### config.mk
export PLATFORM = sky130hd
export DESIGN_NAME = updown_counter_flat
export DESIGN_NICKNAME = d
export VERILOG_FILES = /design/src/rtl/updown_counter_if.sv /design/src/rtl/updown_counter.sv /design/src/flat_wrapper.sv
export SDC_FILE = /design/constraint.sdc
export NUM_CORES = 1
export LEC_CHECK = 0
export ABC_AREA = 1
export ABC_CLOCK_PERIOD_IN_PS = 1800
export CORE_MARGIN = 4
export CORE_UTILIZATION = 29
export DETAILED_ROUTE_END_ITERATION = 12
export PLACE_DENSITY = 0.55
export SYNTH_ARGS = -nofsm -noshare
export SYNTH_HDL_FRONTEND = slang
export SYNTH_SLANG_ARGS = --single-unit
export TNS_END_PERCENT = 10
### constraint.sdc
create_clock -name clk -period 1.8 [get_ports clk]
set_input_delay 0.36 -clock clk [delete_from_list [all_inputs] [get_ports clk]]
set_output_delay 0.36 -clock clk [all_outputs]
set_load 0.1 [all_outputs]
### src/rtl/updown_counter_if.sv
// updown_counter_if: control and status bundle for updown_counter
interface updown_counter_if #(
   parameter int WIDTH = 4
);
   logic             clear;
   logic             load;
   logic [WIDTH-1:0] load_val;
   logic             enable;
   logic             up;
   logic [WIDTH-1:0] count;
   logic             at_max;
   logic             at_min;
   logic             limit_evt;
   logic             ovf;
   modport master (
      output clear, load, load_val, enable, up,
      input  count, at_max, at_min, limit_evt, ovf
   );
   modport slave (
      input  clear, load, load_val, enable, up,
      output count, at_max, at_min, limit_evt, ovf
   );
endinterface

### src/rtl/updown_counter.sv
// updown_counter: modulo up/down counter with clear, clamped load, wrap/saturate and limit flags
module updown_counter #(
   parameter int WIDTH     = 4,
   parameter int MAX_COUNT = 2**WIDTH-1,
   parameter bit SATURATE  = 1'b0
) (
   input  logic              clk,
   input  logic              reset,
   updown_counter_if.slave   bus
);
   localparam logic [WIDTH-1:0] MAX = WIDTH'(MAX_COUNT);
   logic [WIDTH-1:0] cnt_q, nxt;
   logic             evt_q, evt_nxt, ovf_q, ovf_nxt, lim;
   // limits are compared explicitly so non-power-of-two moduli wrap at MAX
   always_comb begin
      nxt     = cnt_q;
      evt_nxt = 1'b0;
      ovf_nxt = ovf_q;
      lim     = bus.up ? (cnt_q == MAX) : (cnt_q == '0);
      if (bus.clear) begin
         nxt     = '0;
         ovf_nxt = 1'b0;
      end else if (bus.load) begin
         nxt = (bus.load_val > MAX) ? MAX : bus.load_val;
      end else if (bus.enable) begin
         evt_nxt = lim;
         ovf_nxt = ovf_q | lim;
         nxt     = lim ? (SATURATE ? cnt_q : (bus.up ? '0 : MAX))
                       : (bus.up ? cnt_q + WIDTH'(1) : cnt_q - WIDTH'(1));
      end
   end
   always_ff @(posedge clk or posedge reset) begin
      if (reset) begin
         cnt_q <= '0;
         evt_q <= 1'b0;
         ovf_q <= 1'b0;
      end else begin
         cnt_q <= nxt;
         evt_q <= evt_nxt;
         ovf_q <= ovf_nxt;
      end
   end
   assign bus.count     = cnt_q;
   assign bus.at_max    = (cnt_q == MAX);
   assign bus.at_min    = (cnt_q == '0);
   assign bus.limit_evt = evt_q;
   assign bus.ovf       = ovf_q;
endmodule

### src/flat_wrapper.sv
// flat-port wrapper written by rule: the top's interface ports become plain ports
module updown_counter_flat 
#(
   parameter int WIDTH     = 4,
   parameter int MAX_COUNT = 2**WIDTH-1,
   parameter bit SATURATE  = 1'b0
)
  (clk, reset, bus_clear, bus_load, bus_load_val, bus_enable, bus_up, bus_count, bus_at_max, bus_at_min, bus_limit_evt, bus_ovf);
  updown_counter_if #(.WIDTH(WIDTH)) bus_i ();
  input  logic clk;
  input  logic reset;
  input wire logic [$bits(bus_i.clear)-1:0] bus_clear;
  input wire logic [$bits(bus_i.load)-1:0] bus_load;
  input wire logic [$bits(bus_i.load_val)-1:0] bus_load_val;
  input wire logic [$bits(bus_i.enable)-1:0] bus_enable;
  input wire logic [$bits(bus_i.up)-1:0] bus_up;
  output wire logic [$bits(bus_i.count)-1:0] bus_count;
  output wire logic [$bits(bus_i.at_max)-1:0] bus_at_max;
  output wire logic [$bits(bus_i.at_min)-1:0] bus_at_min;
  output wire logic [$bits(bus_i.limit_evt)-1:0] bus_limit_evt;
  output wire logic [$bits(bus_i.ovf)-1:0] bus_ovf;
  assign bus_i.clear = bus_clear;
  assign bus_i.load = bus_load;
  assign bus_i.load_val = bus_load_val;
  assign bus_i.enable = bus_enable;
  assign bus_i.up = bus_up;
  assign bus_count = bus_i.count;
  assign bus_at_max = bus_i.at_max;
  assign bus_at_min = bus_i.at_min;
  assign bus_limit_evt = bus_i.limit_evt;
  assign bus_ovf = bus_i.ovf;
  updown_counter #(.WIDTH(WIDTH), .MAX_COUNT(MAX_COUNT), .SATURATE(SATURATE)) u_core (.clk(clk), .reset(reset), .bus(bus_i));
endmodule
==> qor_table.md <==
| Parameter | Reported |
|:---|:---|
| Crit Path Category | reg2out |
| Layout net count | 109 |
| Inserted Clock Buffers | 3 |
| Largest family of logic cells by synthesized area | simple AND/OR/NAND/NOR gates |
| Fraction of post-synthesis cell area in the top cell type by area | 30.1% |
| Final worst-path cycle share | 93.9% |
| Max clock buf depth | 2 |
| Fraction of the mapped netlist area in simple logic gates | 40.4% |
| Result of the run | complete, no violations |
| Number of fill cells in the layout | 131 |
| Number of antenna violations at the first check in global routing | 0 |
| XOR/XNOR Fraction of Synth Area | 1.75% |
| Die outline area | 0.00245 mm2 |
| Count of standard-cell rows | 14 |
| Detailed Place HPWL | 948 um |
| Hold Path Class | in2async |
| Overall global routing resource usage | 10.8% |
| Clock slew at the register clock pins of the worst setup and hold paths | 40 ps |
| Setup violators final | 0 |
| Element type at the critical path end | output port |
| Storage cell area | 160 um2 |
| Clock root buffer | clkbuf_4 |
| Sequential share of the synthesized area | 30.1% |
| Horiz. Die Dim | 49.5 um |
| Final standard cell area without fillers | 863 um2 |
| Global-route wire length before repair | 2080 um |
| Effective utilization at floorplan | 32.0% |
| Area fraction in compound gates after synthesis | 7.52% |
| Mean cell area of the mapped netlist | 7.03 um2 |
| Setup repair after global routing missed its margin | no |
| Combined area of the multi-input logic cells | 332 um2 |
| Maximum capacitance violations | 0 |
| Adder-cell area share of the yosys netlist | 9.02% |
| Number of search-and-repair iterations in the first detailed-routing pass | 4 |
| Maximum clock frequency | 592 MHz |
| Cell area power density | 720 mW/mm2 |
| Worst path arrival time | 1330 ps |
| Pin count of the biggest net entering global routing | 8 |
| Critical Path Fanout Max | 6 |
| Area added between synthesis and finish | 72.9% |
| Ranking of synthesized cells by area | dfrtp_1 30%, nand2_1 17%, inv_1 9.0% |
| Core footprint | 0.00156 mm2 |
| TritonCTS clock tree | yes |
| Count of flip-flops with a built-in enable after synthesis | 0 |
| Startpoint type of the worst setup path | register |
| Layout cell share with drive strength beyond 1 | 33.0% |
| Remaining global-route overflow | 0 |
| Clock tree skew after final layout | 0.295 ps |
| Setup fix buffers added after clock tree synthesis | 0 |
| Post-route antenna net violation count | 0 |
| Syn Std Cell Area | 499 um2 |
| Gp weighted congestion | 0.768 |
| Mapped Cells | 71 |
| Primary FF master, synth | dfrtp_1 |
| Total cell area at the placement stage | 828 um2 |
| Drt total wl | 1140 um |
| Via Count | 508 |
| Number of hold violations in the final report | 0 |
| Final routed wire length divided by cell count | 10.3 um |
| Chip height | 49.5 um |
| Yosys reg bits | 6 |
| Number of global-route vias before repair | 519 |
| Violation count after the first detailed-route iteration | 7 |
| Total of buffers placed on input and output ports | 17 |
| Final-layout setup total negative slack | 0 ps |
| Mapped Nets | 84 |
| Number of top-level pins | 18 |
| Time the final worst path needs with I/O delays and setup | 1690 ps |
| Required time worst endpoint | 1440 ps |
| Largest area contributor in the netlist | dfrtp_1 |
| Warnings from Yosys | 0 |
| DRC viols | 0 |
| Post-Route Utilization | 55.4% |
| Top post-synthesis cells by count | 23 x nand2_1, 12 x inv_1, 6 x dfrtp_1, 6 x nand3_1 |
| Worst max-slew margin expressed relative to the limit | 82.9% |
| Clk sink count | 6 |
| Measured slew at the worst slew-check pin | 255 ps |
| Peak supply drop | 336 uV |
| Share of flip-flops with an asynchronous set or reset | 100% |
| Count of inserted antenna diode cells | 0 |
| Leakage power of the design | 0.427 nW |
| Routed via count divided by cell count | 4.62 |
| Mux share of post-synthesis cell area | 0% |
| Top-count cell post-synth | nand2_1 |
| Clk Latency, worst-skew pair | 230 ps |
| Post-synth cell types | 21 |
| Count of pins over their slew limit | 0 |
| Number of levels in the clock H-tree | 1 |
[worst paths after layout]
check	start	endpoint	slack, ps	cells past startpoint
max reg2reg	u_core.bus.count[2]$_DFFE_PP0P_	u_core.bus.count[3]$_DFFE_PP0P_	260	8
max in group asynchronous	reset	u_core.bus.count[0]$_DFFE_PP0P_	1250	2
max	u_core.bus.count[2]$_DFFE_PP0P_	bus_at_min	110	2
min	reset	u_core.bus.count[2]$_DFFE_PP0P_	340	2
min in group clk	u_core.bus.ovf$_DFFE_PP0P_	u_core.bus.ovf$_DFFE_PP0P_	570	2
min reg2reg	u_core.bus.ovf$_DFFE_PP0P_	u_core.bus.ovf$_DFFE_PP0P_	570	2
[critical path, cell delays in order (launching register included)]
cell and delay [ps]:
dfrtp_4 540, nor4_4 340, buf_12 210
[through the flow]
stage          total power, mW  hold WS [ps]  setup WS (ps)  std cells
2_1_floorplan            0.381           151           -341         71
3_3_place_gp             0.502           564           -113        107
3_5_place_dp             0.505           567           -137        107
4_1_cts                  0.625           343            104        110
5_1_grt                  0.666           369           13.9        110
6_report                 0.621           341            110        110
[logic make-up after synthesis]
group / count (synthesis)
xor+xnor: 1
fa+ha+maj: 3
simple gates: 40
flops: 6
buf+inv: 15
compound gates: 6
[state kept, by name (all words and copies together) (netlist names)]
name                  flops
u_core.bus.count          4
u_core.bus.limit_evt      1
u_core.bus.ovf            1
[per-layer routing]
layer | wire (um) | track usage (%) | vias up
met4 | 0 | 5.53 | 0
li1 | - | - | 274
met5 | 0 | 0 | -
met3 | 46 | 1.81 | 0
met1 | 563 | 13.8 | 220
met2 | 526 | 17.4 | 14
[where the power goes]
| part | total, mW | leakage, nW | switching [mW] | internal (mW) |
|---|---|---|---|---|
| sequential | 0.183 | 0.0738 | 0.0329 | 0.150 |
| combinational | 0.322 | 0.340 | 0.193 | 0.130 |
| clock | 0.116 | 0.0138 | 0.0409 | 0.0749 |
[cells in the final DEF, fill, tap and decap left out]
cell,count
nor2_1,3
buf_4,3
nand2_2,2
o21ai_1,2
nand3_2,1
clkdlybuf4s50_1,9
xnor2_1,1
ha_1,1
buf_12,8
a21oi_2,1
nor4_4,1
inv_1,12
dfrtp_4,2
dfrtp_1,2
o211ai_1,1
nand4_2,1
nand3_1,6
o22ai_1,1
fa_1,1
nand2_1,23
nand4_4,1
ha_4,1
or2_2,1
a21oi_1,1
clkbuf_4,3
inv_2,3
dfrtp_2,2
nor3_4,1
[what timing repair did]
action | CTS | global route
resized for setup | 0 | 1
hold buffers | 0 | 0
hold endpoints to repair | 0 | 0
endpoints found under the setup margin | 0 | 1
[cell type report]
class                           instances  share of cell area, %
Tap cell                               16                   2.32
Clock buffer                            3                   2.61
Sequential cell                         6                   18.6
Timing Repair Buffer                   20                   31.6
Inverter                               15                   6.52
Multi-Input combinational cell         50                   38.4
Power figures use the tool's default switching activity.
